### config.mk
export PLATFORM = sky130hd
export DESIGN_NAME = fft_sched
export DESIGN_NICKNAME = d
export VERILOG_FILES = /design/src/rtl/fft_sched.sv
export SDC_FILE = /design/constraint.sdc
export NUM_CORES = 1
export LEC_CHECK = 0
export BUFFER_PORTS_ARGS = -buffer_cell sky130_fd_sc_hd__buf_4
export CAP_MARGIN = 15
export CORE_ASPECT_RATIO = 0.9
export CORE_UTILIZATION = 56
export CTS_BUF_LIST = sky130_fd_sc_hd__clkbuf_8
export CTS_CLUSTER_SIZE = 25
export DETAILED_ROUTE_END_ITERATION = 12
export PLACE_DENSITY = 0.86
export SLEW_MARGIN = 20
export SYNTH_ARGS = -nofsm -noshare
export SYNTH_HDL_FRONTEND = slang
export SYNTH_SLANG_ARGS = --single-unit
### constraint.sdc
create_clock -name fastclock -period 1.8 [get_ports fastclock]
set_clock_uncertainty 0.2 [all_clocks]
set_input_delay 0.45 -clock fastclock [delete_from_list [all_inputs] [get_ports fastclock]]
set_output_delay 0.45 -clock fastclock [all_outputs]
set_load 0.1 [all_outputs]
### src/rtl/fft_sched.sv
// Control sequencer for the 4-point serial FFT datapath: counts in four samples,
// schedules four butterflies on the shared multiplier/ALU, then streams results out.
module fft_sched (
    input  logic       fastclock,
    input  logic       n_rst,
    input  logic       readyin,
    output logic       load_en,
    output logic [1:0] in_addr,
    output logic [1:0] rd_a_addr,
    output logic [1:0] rd_b_addr,
    output logic [1:0] tw_sel,
    output logic       mul_en,
    output logic       alu_op,
    output logic       wr_en,
    output logic [1:0] wr_addr,
    output logic       out_valid,
    output logic [1:0] out_addr,
    output logic       busy,
    output logic       done,
    output logic       overrun
);

    localparam int unsigned AW      = 2;
    localparam int unsigned FRAME   = 4;
    localparam int unsigned PH_LAST = 2;

    typedef enum logic [2:0] {
        IDLE   = 3'd0,
        LOAD   = 3'd1,
        STAGE1 = 3'd2,
        STAGE2 = 3'd3,
        UNLOAD = 3'd4
    } state_t;

    state_t        state, state_n;
    logic [AW-1:0] cnt, cnt_n;
    logic          bf, bf_n;
    logic [1:0]    ph, ph_n;
    logic          s1, s2, s3;
    logic          rise;

    logic [AW-1:0] op_a, op_b;
    logic          op_w;

    logic          load_en_d, mul_en_d, alu_op_d, wr_en_d;
    logic          out_valid_d, busy_d, done_d, overrun_d;
    logic [AW-1:0] in_addr_d, rd_a_d, rd_b_d, tw_d, wr_addr_d, out_addr_d;

    // Three-flop synchroniser on the asynchronous sample strobe
    always_ff @(posedge fastclock or negedge n_rst) begin
        if (!n_rst) begin
            s1 <= 1'b0;
            s2 <= 1'b0;
            s3 <= 1'b0;
        end else begin
            s1 <= readyin;
            s2 <= s1;
            s3 <= s2;
        end
    end

    assign rise = s2 & ~s3;

    // State register; outputs are decoded from the current state and registered here
    always_ff @(posedge fastclock or negedge n_rst) begin
        if (!n_rst) begin
            state     <= IDLE;
            cnt       <= '0;
            bf        <= 1'b0;
            ph        <= '0;
            load_en   <= 1'b0;
            in_addr   <= '0;
            rd_a_addr <= '0;
            rd_b_addr <= '0;
            tw_sel    <= '0;
            mul_en    <= 1'b0;
            alu_op    <= 1'b0;
            wr_en     <= 1'b0;
            wr_addr   <= '0;
            out_valid <= 1'b0;
            out_addr  <= '0;
            busy      <= 1'b0;
            done      <= 1'b0;
            overrun   <= 1'b0;
        end else begin
            state     <= state_n;
            cnt       <= cnt_n;
            bf        <= bf_n;
            ph        <= ph_n;
            load_en   <= load_en_d;
            in_addr   <= in_addr_d;
            rd_a_addr <= rd_a_d;
            rd_b_addr <= rd_b_d;
            tw_sel    <= tw_d;
            mul_en    <= mul_en_d;
            alu_op    <= alu_op_d;
            wr_en     <= wr_en_d;
            wr_addr   <= wr_addr_d;
            out_valid <= out_valid_d;
            out_addr  <= out_addr_d;
            busy      <= busy_d;
            done      <= done_d;
            overrun   <= overrun_d;
        end
    end

    // Next-state: sample count, butterfly index and phase
    always_comb begin
        state_n = state;
        cnt_n   = cnt;
        bf_n    = bf;
        ph_n    = ph;
        case (state)
            IDLE: begin
                if (rise) begin
                    state_n = LOAD;
                    cnt_n   = AW'(1);
                end
            end
            LOAD: begin
                if (rise) begin
                    cnt_n = cnt + AW'(1);
                    if (cnt == AW'(FRAME - 1)) begin
                        state_n = STAGE1;
                        bf_n    = 1'b0;
                        ph_n    = '0;
                    end
                end
            end
            STAGE1, STAGE2: begin
                if (ph == 2'(PH_LAST)) begin
                    ph_n = '0;
                    bf_n = ~bf;
                    if (bf) begin
                        state_n = (state == STAGE1) ? STAGE2 : UNLOAD;
                        cnt_n   = '0;
                    end
                end else begin
                    ph_n = ph + 2'(1);
                end
            end
            UNLOAD: begin
                cnt_n = cnt + AW'(1);
                if (cnt == AW'(FRAME - 1)) begin
                    state_n = IDLE;
                end
            end
            default: state_n = IDLE;
        endcase
    end

    // Output decode; butterfly operands come from the stage and butterfly index
    always_comb begin
        load_en_d   = 1'b0;
        in_addr_d   = '0;
        rd_a_d      = '0;
        rd_b_d      = '0;
        tw_d        = '0;
        mul_en_d    = 1'b0;
        alu_op_d    = 1'b0;
        wr_en_d     = 1'b0;
        wr_addr_d   = '0;
        out_valid_d = 1'b0;
        out_addr_d  = '0;
        busy_d      = 1'b0;
        done_d      = 1'b0;
        overrun_d   = 1'b0;
        op_a        = '0;
        op_b        = '0;
        op_w        = 1'b0;

        case ({state == STAGE2, bf})
            2'b00: begin op_a = AW'(0); op_b = AW'(2); end
            2'b01: begin op_a = AW'(1); op_b = AW'(3); end
            2'b10: begin op_a = AW'(0); op_b = AW'(1); end
            default: begin op_a = AW'(2); op_b = AW'(3); op_w = 1'b1; end
        endcase

        case (state)
            IDLE: begin
                if (rise) begin
                    load_en_d = 1'b1;
                    busy_d    = 1'b1;
                end
            end
            LOAD: begin
                busy_d = 1'b1;
                if (rise) begin
                    load_en_d = 1'b1;
                    in_addr_d = cnt;
                end
            end
            STAGE1, STAGE2: begin
                busy_d    = 1'b1;
                overrun_d = rise;
                rd_a_d    = op_a;
                rd_b_d    = op_b;
                case (ph)
                    2'd0: begin
                        mul_en_d = 1'b1;
                        tw_d     = {1'b0, op_w};
                    end
                    2'd1: begin
                        wr_en_d   = 1'b1;
                        wr_addr_d = op_a;
                    end
                    default: begin
                        alu_op_d  = 1'b1;
                        wr_en_d   = 1'b1;
                        wr_addr_d = op_b;
                    end
                endcase
            end
            UNLOAD: begin
                busy_d      = 1'b1;
                overrun_d   = rise;
                out_valid_d = 1'b1;
                out_addr_d  = {cnt[0], cnt[1]};
                done_d      = (cnt == AW'(FRAME - 1));
            end
            default: begin
                busy_d = 1'b0;
            end
        endcase
    end

endmodule

==> results of run 1 <==
cell type report:
| cell class | instances | area, sq um | share of cell area [%] |
|---|---|---|---|
| clock buffer | 6 | 82.6 | 5.63 |
| clock inverter | 2 | 8.76 | 0.597 |
| inverter | 4 | 15.0 | 1.02 |
| multi-input combinational | 66 | 404 | 27.5 |
| sequential | 30 | 751 | 51.2 |
| tap | 25 | 31.3 | 2.13 |
| timing repair buffer | 23 | 175 | 11.9 |
critical path: stages (launching register included):
cell	delay [ns]
dfrtp_1	0.38
ha_1	0.22
nand4b_1	0.13
nor2b_1	0.16
or2_4	0.26
a22o_1	0.22
timing repair:
item                       4_1_cts  5_1_grt
setup endpoints to repair        0        0
hold buffers                     1        0
hold endpoints to repair        30        0
synthesized netlist by cell type (2+ instances only):
cell type	count
dfrtp_1	30
nor2_1	12
nand2_1	7
nor2b_1	7
a21oi_1	6
and3_1	4
buf_2	4
inv_1	4
o21ai_0	4
nor3_1	3
buf_4	2
nand2b_1	2
o22ai_1	2
final timing paths:
| path | slack [ns] | end | startpoint |
|---|---|---|---|
| worst max register to register | 0.12 | bf | cnt[0] |
| min in group asynchronous | 0.43 | state[2] | n_rst |
| worst min-delay path | 0.07 | s1 | readyin |
| worst max-delay path | 0.12 | bf | cnt[0] |
| worst min register to register | 0.16 | s2 | s1 |
| max in group asynchronous | 0.71 | rd_b_addr[0] | n_rst |
placed cells by master, fill, tap and decap left out, drive strengths merged:
cell	Yosys	layout
a211oi	1	1
a21o	1	1
a21oi	6	6
a221oi	1	1
a22o	1	1
and2	1	1
and2b	1	1
and3	4	4
buf	6	22
clkbuf	0	6
clkinv	0	1
conb	1	1
dfrtp	30	30
dlygate4sd3	0	1
ha	1	1
inv	4	5
mux2	1	1
mux2i	1	1
nand2	7	7
nand2b	2	2
nand3b	1	1
nand4b	1	1
nor2	12	12
nor2b	7	7
nor3	4	4
nor4	1	1
o21a	1	1
o21ai	4	4
o22ai	2	2
o31ai	1	1
or2	2	2
xnor2	1	1
through the flow:
stage / cells / setup slack [ns] / utilization, % / area, sq um / hold slack [ns]
final: 156 / 0.123 / 74.5 / 1470 / 0.0739
after floorplan: 106 / 0.267 / - / 1200 / -0.0456
after detailed placement: 147 / 0.141 / 69.3 / 1370 / 0.138
after global routing: 156 / 0.0441 / 74.5 / 1470 / 0.0655
after global placement: 147 / 0.183 / 69.3 / 1370 / 0.144
after CTS: 156 / 0.128 / 74.5 / 1470 / 0.0701
kinds of logic after synthesis:
logic type      count (synthesis)
mux                             2
buf+inv                        10
fa+ha+maj                       1
flops                          30
other cells                     1
compound gates                 18
simple gates                   43
xor+xnor                        1
per-layer routing:
metal | GRT usage, % | vias up | part of all wire (%) | routed length, um
met5 | 0 | - | 0 | 0
met4 | 10.0 | 0 | 1.6 | 32
met3 | 9.33 | 5 | 7.5 | 145
met2 | 30.7 | 32 | 46 | 885
met1 | 23.6 | 387 | 45 | 876
li1 | - | 399 | - | -
state kept, by name, indices dropped and copies added, names as in the netlist:
signal     count
out_addr       2
wr_en          1
mul_en         1
in_addr        2
s2             1
wr_addr        2
rd_a_addr      2
state          3
out_valid      1
s3             1
tw_sel         1
done           1
busy           1
bf             1
s1             1
ph             2
load_en        1
rd_b_addr      2
cnt            2
alu_op         1
overrun        1
==> results.md, run 1 <==
Cells and area:
- The fraction of layout instances using a drive strength above 1 is around a quarter.
- The total inserted antenna cells is 0.
- The final layout contains roughly 130 nets.
- The area growth from synthesis to layout is 21.8%.
- Fill cells in the final layout number ~140.

Clock tree:
- The clock network latency to the later pin of the worst-skew pair is roughly 0.28 ns.
- For this design, the sink count on the clock tree is 30.
- The library cell used as clock root buffer is clkbuf_8.
- The count of H-tree levels built during CTS is 2.
- Clock-pin slew was measured on the worst setup and hold paths at around 0.060 ns.
- Once the clock tree was built, the resizer swapped 0 gates to a different size.
- TritonCTS built the clock tree.
- In this run, CTS created clock tree buffers numbering 5.
- The number of buffers on the longest clock path is 2.
- The number of buffers added for setup after CTS is 0.

Hold path:
- The worst min-delay path category is input port to flop.
- Along the worst hold path, the cell count comes to 1.

Placed design:
- The HPWL reported at the end of detailed placement is 1330 um.
- The quantity of I/O buffers inserted on ports is 21.
- The final RePlAce weighted congestion is 0.825.

Die:
- For this design the top-level I/O count stands at 23.
- The core region is 0.00197 sq mm.
- The die is ~50 um wide.
- In this run the core area contains 15 standard-cell rows.
- The initial utilization of the core area, before any placement, comes to between 60 and 70%.
- The height of the die is about 46 um.
- The full die area is 0.00234 sq mm.

Setup path:
- For the worst setup path, the data arrival time is 1.64 ns.
- Data on the critical path is required at its endpoint by 1.77 ns.
- STA classifies the critical path endpoint as a flop.
- The cell depth of the worst flop-to-flop path is 5.
- The category of the critical setup timing path is flop to flop.
- The worst setup path is launched from a flop.
- The maximum fanout encountered on the critical timing path is 4.

Timing:
- The final count of hold timing violations is 0.
- The ratio of final minimum period to clock period is between 90% and 100%.
- Setup violations remaining at the end of the flow were counted as 0.
- Setup repair after global routing left no endpoint under its margin.
- The number of slew-limit violations in the final report came to 0.
- For the finished layout, the period the worst path requires is 1.68 ns.
- The achievable clock frequency is 596 MHz.
- In the final timing run, aggregate negative setup slack is 0 ns.

Run status:
- The flow ran to the end, and the final reports show no timing, DRC or antenna violations.

Logic synthesis:
- The share of the synthesized area in compound gates (AO/OA/AOI/OAI) is 9.66%.
- The top cell type's share of synthesized area is 62.3%.
- The mux contribution to synthesized area is under 10%.
- The most used flip-flop cell after synthesis is dfrtp_1.
- The basic-gate share of the synthesized area counting and, or, nand and nor cells is around a fifth.
- Counting every net in the synthesized netlist gives 110.
- By area, the combinational part of the netlist is dominated by simple AND/OR/NAND/NOR gates.
- The share of the Yosys chip area taken by registers is between 60 and 70%.
- The post-synthesis cell count is 106.
- In the post-synthesis netlist, the biggest area contributors are dfrtp_1, nor2_1, nor2b_1, a21oi_1, nand2_1.
- In this run, synthesis produced a sequential element count of 30.
- After Yosys synthesis, full adders, half adders and majority gates account for slightly above 1% of the synthesized area.
- In this run, distinct cell masters in the synthesized netlist total 32.
- The average instance area after synthesis is about 11 sq um.
- The number of warnings issued by yosys is 0.
- Counting flops with a built-in enable in the synthesized netlist gives 0.
- The cell area that synthesis handed to floorplanning was roughly 0.0012 sq mm.
- The fraction of registers with async set or reset after synthesis is between 90% and 100%.
- The post-synthesis xor/xnor area fraction is 0.727%.
- Summed over all instances, the cell type with the most area after synthesis is dfrtp_1.

Flow run:
- Across the run, the number of max-cap violations was 0.

Routing:
- The detail route stage leaves a number of antenna-violating nets equal to 0.
- The detail-routed via count per cell is 5.28.
- Across all layers, the routed design uses between 800 and 900 vias.
- The first detailed-routing pass ran for 4 iterations.
- The routed wire length per instance is 12.4 um.
- The violation count after the first detailed-routing iteration is 18.
- After detailed routing, the number of remaining DRC violations is 0.
- The total length of routed wires is about 1900 um.

Global route:
- The initial antenna violation count is 0.
- In the global route stage, overall resource usage came out at approximately 20%.
- Entering global routing, the biggest net connects 31 pins.
- The via count of the first global-routing pass was 769.
- The first global-routing pass estimated 3190 um of wire.
- Summed over all layers, the global routing overflow is 0.
Power of run 1 is left out: the tool's default activity adds up to more than one toggle a clock period on the data nets, which glitch-free logic cannot reach.
==> run 2: changes to the inputs <==
Settings changed: CAP_MARGIN 15 to unset, REMOVE_ABC_BUFFERS set to 1.
==> run 2 against run 1 <==
  * Utilization is 0.76 points lower
  * Sequential cell count stayed put
  * Hold slack better by 0.011 ns
  * First-iteration DRC count stayed put
  * Cell area is 1.0% lower
  * Largest cell class unchanged
  * Highest routed layer unchanged
==> results.md, run 2 (same netlist as run 1, synthesis figures left out) <==
Routing:
- The final routed DRC violation total is 0 (unchanged).
- The length of the first detailed-routing pass in iterations is 4 (unchanged).
- The detail-routed via count per cell is 5.14 (-2.7%).
- The routed wire length per instance is 12.3 um (-1.1%).
- The count of vias placed by the detailed router is 796 (-3.3%).
- The count of nets left with antenna violations after detail routing is 0 (unchanged).
- The total length of routed wires is 1910 um (-1.8%).
- The violation count after the first detailed-routing iteration is 18 (unchanged).

Die:
- The height of the die is 46.0 um (unchanged).
- The full die area is 0.00234 sq mm (unchanged).
- The row count is 15 (unchanged).
- The width of the die came to 50.9 um (unchanged).
- The area of the core came to 0.00197 sq mm (unchanged).
- The starting density of the core is 61.1% (unchanged).
- The number of top-level pins is 23 (unchanged).

Setup path:
- STA classifies the critical path endpoint as a flop.
- The register-to-register path setup slack came to 0.15 ns (+0.02 ns).
- The data required time at the worst endpoint is 1.76 ns (about the same).
- The arrival time reported for the critical path endpoint is 1.62 ns (-0.02 ns).
- The category of the critical setup timing path is flop to flop.
- The buffer and inverter count on the worst path is 0 (unchanged).
- The signal on the critical path passes through ha_1 > nand4b_1 > nor2b_1 > or2_4 > a22o_1.
- The cell family contributing the most delay on the critical path is simple AND/OR/NAND/NOR gates.
- The worst flop-to-flop path endpoint is bf.
- The startpoint identified for the worst register-to-register timing path is cnt[0].
- The launching element type of the critical path is a flop.
- The most critical setup path has its startpoint at cnt[0].
- The maximum fanout encountered on the critical timing path is 4 (unchanged).
- The worst-path cell with the longest stage delay is dfrtp_1.
- The cell depth of the worst flop-to-flop path is 5 (unchanged).
- The total stage count of the critical path was 5 (unchanged).
- The largest incremental delay on the critical path was 0.37 ns (about the same).

Global route:
- The initial antenna violation count was 0 (unchanged).
- The met3 layer usage reported by global route is 7.00% (-2.3 points).
- The global-route met1 utilization is 23.2% (-0.39 points).
- The busiest metal layer after global routing is met2.
- The global-route met2 utilization was 29.3% (-1.3 points).
- The total global routing overflow is 0 (unchanged).
- The global-route wire length before repair is 3000 um (-5.8%).
- The overall fraction of global-route tracks in use is 19.1% (-0.80 points).
- The via count of the first global-routing pass was 696 (-9.5%).
- The largest net degree at the start of global routing came to 31 (unchanged).

Timing:
- The final-report setup violation count was 0 (unchanged).
- Setup repair after global routing left no endpoint under its margin.
- The total negative slack for setup checks is 0 ns (unchanged).
- The achievable clock frequency is 604 MHz (+1.4%).
- The final count of hold timing violations is 0 (unchanged).
- The number of slew-limit violations in the final report was 0 (unchanged).
- The shortest period the worst path allows is 1.65 ns (-0.0229 ns).
- The ratio of final minimum period to clock period is 91.9% (-1.3 points).

Clock tree:
- The post-CTS clock slew at the launch and capture registers of the worst setup and hold paths is 0.06 ns (about the same).
- The library cell used as clock root buffer is clkbuf_8.
- The quantity of hold-fixing buffers added after cts is 1 (unchanged).
- The CTS buffer count was 5 (unchanged).
- The number of buffers added for setup after CTS is 0 (unchanged).
- The number of gates resized after cts is 0 (unchanged).
- The count of H-tree levels built during CTS came to 2 (unchanged).
- TritonCTS built the clock tree.
- The number of buffers on the longest clock path is 2 (unchanged).
- The number of sinks on the clock net is 30 (unchanged).
- The clock network latency to the later pin of the worst-skew pair is 0.27 ns (about the same).

Placed design:
- The quantity of I/O buffers inserted on ports was 21 (unchanged).
- The HPWL reported at the end of detailed placement is 1270 um (-4.4%).
- The final RePlAce weighted congestion was 0.813 (-1.5%).

Run status:
- The run finished with clean final reports.

Hold path:
- The path with the worst hold slack has its endpoint at s1.
- The depth of the worst hold-timing path is 1 (unchanged).
- The path class of the tightest hold or removal check is input port to flop.
- The startpoint identified for the worst hold timing path is readyin.

Cells and area:
- The library cell used most frequently in the layout, excluding fill and tap cells, is dfrtp_1.
- The top cell types in the final layout, fill and taps aside, are dfrtp_1, buf_4, nor2_1.
- The area growth from synthesis to layout is 20.6%.
- The fraction of layout instances using a drive strength above 1 is 23.8% (-1.3 points).
- The final net count is 134 (unchanged).
- The flip-flop count of the largest register, all copies and words added is 3 (unchanged).
- The total inserted antenna cells came to 0 (unchanged).
- The most flop-heavy register is state.
- The count of fill cells added during filler insertion is 134 (-1.5%).

Flow run:
- The number of maximum-capacitance constraint violations was 0 (unchanged).
run 2: worst max path at each step:
stage | slack [ns] | endpoint
after floorplan | 0.25 | bf
after global placement | 0.18 | bf
after detailed placement | 0.15 | bf
after CTS | 0.13 | bf
after global routing | 0.04 | bf
final | 0.15 | bf
run 2: cell type report:
cell class | count | area, sq um | share of cell area (%)
sequential | 30 | 751 | 51.7
multi-input combinational | 66 | 404 | 27.8
timing repair buffer | 23 | 175 | 12.1
clock buffer | 5 | 68.8 | 4.74
tap | 25 | 31.3 | 2.15
inverter | 4 | 15.0 | 1.03
clock inverter | 2 | 7.51 | 0.517
run 2: stage by stage:
step	setup WS [ns]	utilization (%)	hold WS (ns)	instance area (sq um)	std cells
2_1_floorplan	0.250	-	-0.0456	1170	100
3_3_place_gp	0.185	69.3	0.141	1370	147
3_5_place_dp	0.150	69.3	0.141	1370	147
4_1_cts	0.133	73.7	0.0785	1450	155
5_1_grt	0.0367	73.7	0.0734	1450	155
6_report	0.146	73.7	0.0849	1450	155
run 2: routing by layer:
| metal | vias to the layer above | share of wire, % |
|---|---|---|
| met2 | 23 | 45 |
| met1 | 376 | 48 |
| met5 | - | 0 |
| met4 | 0 | 0.68 |
| met3 | 2 | 5.5 |
| li1 | 395 | - |
run 2: worst register-to-register path, cell delays in order (launching register included):
cell and delay [ns]:
dfrtp_1 0.37, ha_1 0.21, nand4b_1 0.12, nor2b_1 0.16, or2_4 0.26, a22o_1 0.22
Power of run 2 is left out for the same reason.
==> run 3: changes to the inputs <==
Settings changed: CORE_MARGIN set to 5, GPL_TIMING_DRIVEN set to 0, SETUP_SLACK_MARGIN set to 0.4.
==> run 3 against run 2 <==
  * Cell area is 28% higher
  * Critical path depth unchanged
  * Non-clock buffer count up 20
  * Sequential share of layout area down 11 points
  * Worst setup slack lost 0.087 ns
  * Hold slack got worse by 0.017 ns
  * First-iteration DRC count grew to 5.8 times the previous value
  * Global-route usage is 0.95 points higher
  * Maximum frequency fell by 5.0%
  * Register-to-register slack worse by 0.09 ns
  * Largest cell class unchanged
==> results.md, run 3 (same netlist as run 1, synthesis figures left out) <==
Run status:
- The flow ran to the end, and the final reports show no timing, DRC or antenna violations.

Power and ir drop:
- VDD sags by at most roughly 0.0016 V.
- Summed over all cells, the static leakage comes to 0.000921 uW.
- The power per standard cell area is slightly below 2000 mW/mm^2.
- The total design power is 3630 uW.

Global route:
- The initial antenna violation count is 0 (unchanged).
- The largest net degree at the start of global routing is 31 (unchanged).
- The via count of the first global-routing pass was 897 (+29%).
- The overall fraction of global-route tracks in use was 20.0% (+0.95 points).
- The global-route wire length before repair was 4430 um (+48%).
- The total global routing overflow was 0 (unchanged).

Routing:
- The routed wire length per instance is 24.2 um (+97%).
- The count of nets left with antenna violations after detail routing is 0 (unchanged).
- The length of the first detailed-routing pass in iterations came to 4 (unchanged).
- The violation count after the first detailed-routing iteration is 104 (+86).
- The detail-routed via count per cell came to 6.07 (+18%).
- The total length of routed wires is 4300 um (+130%).
- The count of vias placed by the detailed router is 1080 (+36%).
- The final routed DRC violation total is 0 (unchanged).

Die:
- The width of the die is 58.9 um (+16%).
- The starting density of the core is 56.8% (-4.4 points).
- The row count was 16 (+1).
- The number of top-level pins is 23 (unchanged).
- The height of the die is 54.0 um (+17%).
- The area of the core is 0.00212 sq mm (+7.7%).
- The full die area was 0.00318 sq mm (+36%).

Cells and area:
- The area growth from synthesis to layout is 54.4%.
- The most flop-heavy register is state.
- The flip-flop count of the largest register, all copies and words added is 3 (unchanged).
- The total inserted antenna cells is 0 (unchanged).
- The post-layout utilization of the core is 87.7% (+14 points).
- In the layout the commonest cells are dfrtp_1, buf_4, buf_12.
- The post-route non-filler standard cell count is 178 (+15%).
- The fraction of layout instances using a drive strength above 1 came to 42.4% (+19 points).
- The final net count came to 154 (+15%).
- The most common library cell in the layout ignoring fill and taps is dfrtp_1.
- The count of fill cells added during filler insertion is 80 (-40%).

Flow run:
- The number of maximum-capacitance constraint violations is 0 (unchanged).

Timing:
- The total negative slack for setup checks is 0 ns (unchanged).
- The shortest period the worst path allows was 1.74 ns (+0.0874 ns).
- The ratio of final minimum period to clock period was 96.8% (+4.9 points).
- The achievable clock frequency is 574 MHz (-5.0%).
- The final-report setup violation count is 0 (unchanged).
- The final count of hold timing violations is 0 (unchanged).
- The number of slew-limit violations in the final report is 0 (unchanged).
- The worst path setup slack after routing is 0.0581 ns (-0.0874 ns).
- Setup repair after global routing could not meet its margin everywhere.

Setup path:
- The worst setup path is launched from a flop.
- The register-to-register path setup slack was 0.06 ns (-0.09 ns).
- The arrival time reported for the critical path endpoint is 1.71 ns (+0.09 ns).
- By startpoint and endpoint, the worst setup path is classified as flop to flop.
- The kind of end point of the critical path is a flop.
- The maximum fanout encountered on the critical timing path is 3 (-1).
- The data required time at the worst endpoint is 1.76 ns (about the same).

Placed design:
- The worst setup slack before clock tree synthesis is 0.105 ns (-0.0451 ns).
- The HPWL reported at the end of detailed placement is 1450 um (+14%).
- The placed instance count is 148 (+0.68%).
- The final RePlAce weighted congestion was 0.746 (-8.2%).
- The quantity of I/O buffers inserted on ports is 21 (unchanged).

Clock tree:
- The clock network latency to the later pin of the worst-skew pair is 0.29 ns (+0.02 ns).
- The count of H-tree levels built during CTS is 2 (unchanged).
- The CTS tree is built.
- The CTS buffer count came to 5 (unchanged).
- CTS placed an instance of clkbuf_8 at the clock tree root.
- The post-CTS clock slew at the launch and capture registers of the worst setup and hold paths is 0.07 ns (about the same).
- The number of sinks on the clock net is 30 (unchanged).
- The number of buffers on the longest clock path is 2 (unchanged).

Hold path:
- The worst min-delay path category is input port to flop.
==> run 3: cell types whose count changed in the layout (fill, tap and decap cells not counted), moves of 2 or more <==
cell,before,now
buf_8,0,5
dfrtp_1,30,24
nor2_1,12,10
nor2b_1,7,5
dfrtp_2,0,6
buf_12,0,14
==> run 3: what timing repair did <==
action                                  4_1_cts  5_1_grt
hold buffers                                  1        0
endpoints found under the setup margin       33       34
pin swaps                                     4        3
setup buffers                                 5       16
resized for setup                            42       24
hold endpoints to repair                     30        0
==> run 3: worst max-delay path: stages (launching register included) <==
cell and delay, ns:
dfrtp_1 0.39, ha_2 0.23, nand4b_1 0.15, nor2b_4 0.17, or2_4 0.25, a22o_1 0.22
==> run 3: power by group <==
part           total (uW)  switching (uW)  leakage [uW]  internal [uW]
sequential           1090             241      0.000380            852
combinational        1960            1230      0.000488            738
clock                 571             269     0.0000524            303
total                3630            1740      0.000921           1890
==> run 3: routing by layer <==
layer | vias up | global-route usage, % | part of all wire (%)
li1 | 441 | - | -
met1 | 542 | 25.2 | 40
met2 | 76 | 30.1 | 45
met3 | 21 | 6.00 | 10
met4 | 0 | 12.8 | 4.4
met5 | - | 0 | 0
==> run 3: per-stage QoR <==
stage               hold WS [ns]  cell area [sq um]
CTS                       0.0678               1650
detailed placement         0.144               1360
global placement           0.137               1360
finish                    0.0679               1860
global route              0.0625               1860
floorplan                -0.0456               1170
==> run 3: cell type report <==
type                    count  area, sq um  area share (%)
clock inverters             2         8.76           0.471
clock buffers               6         82.6            4.44
well taps                  27         33.8            1.82
repair buffers             43          536            28.8
flip-flops and latches     30          758            40.8
multi-input cells          66          427            22.9
inverters                   4         15.0           0.807
==> run 3: path summary, 6_finish.rpt <==
path | from | endpoint | depth (start not counted)
min | readyin | s1 | 1
min in group asynchronous | n_rst | state[0] | 2
max in group asynchronous | n_rst | bf | 2
max reg2reg | cnt[1] | bf | 5
max | cnt[1] | bf | 5
min reg2reg | s1 | s2 | 0
No activity file was read; power rests on OpenSTA's default activity.
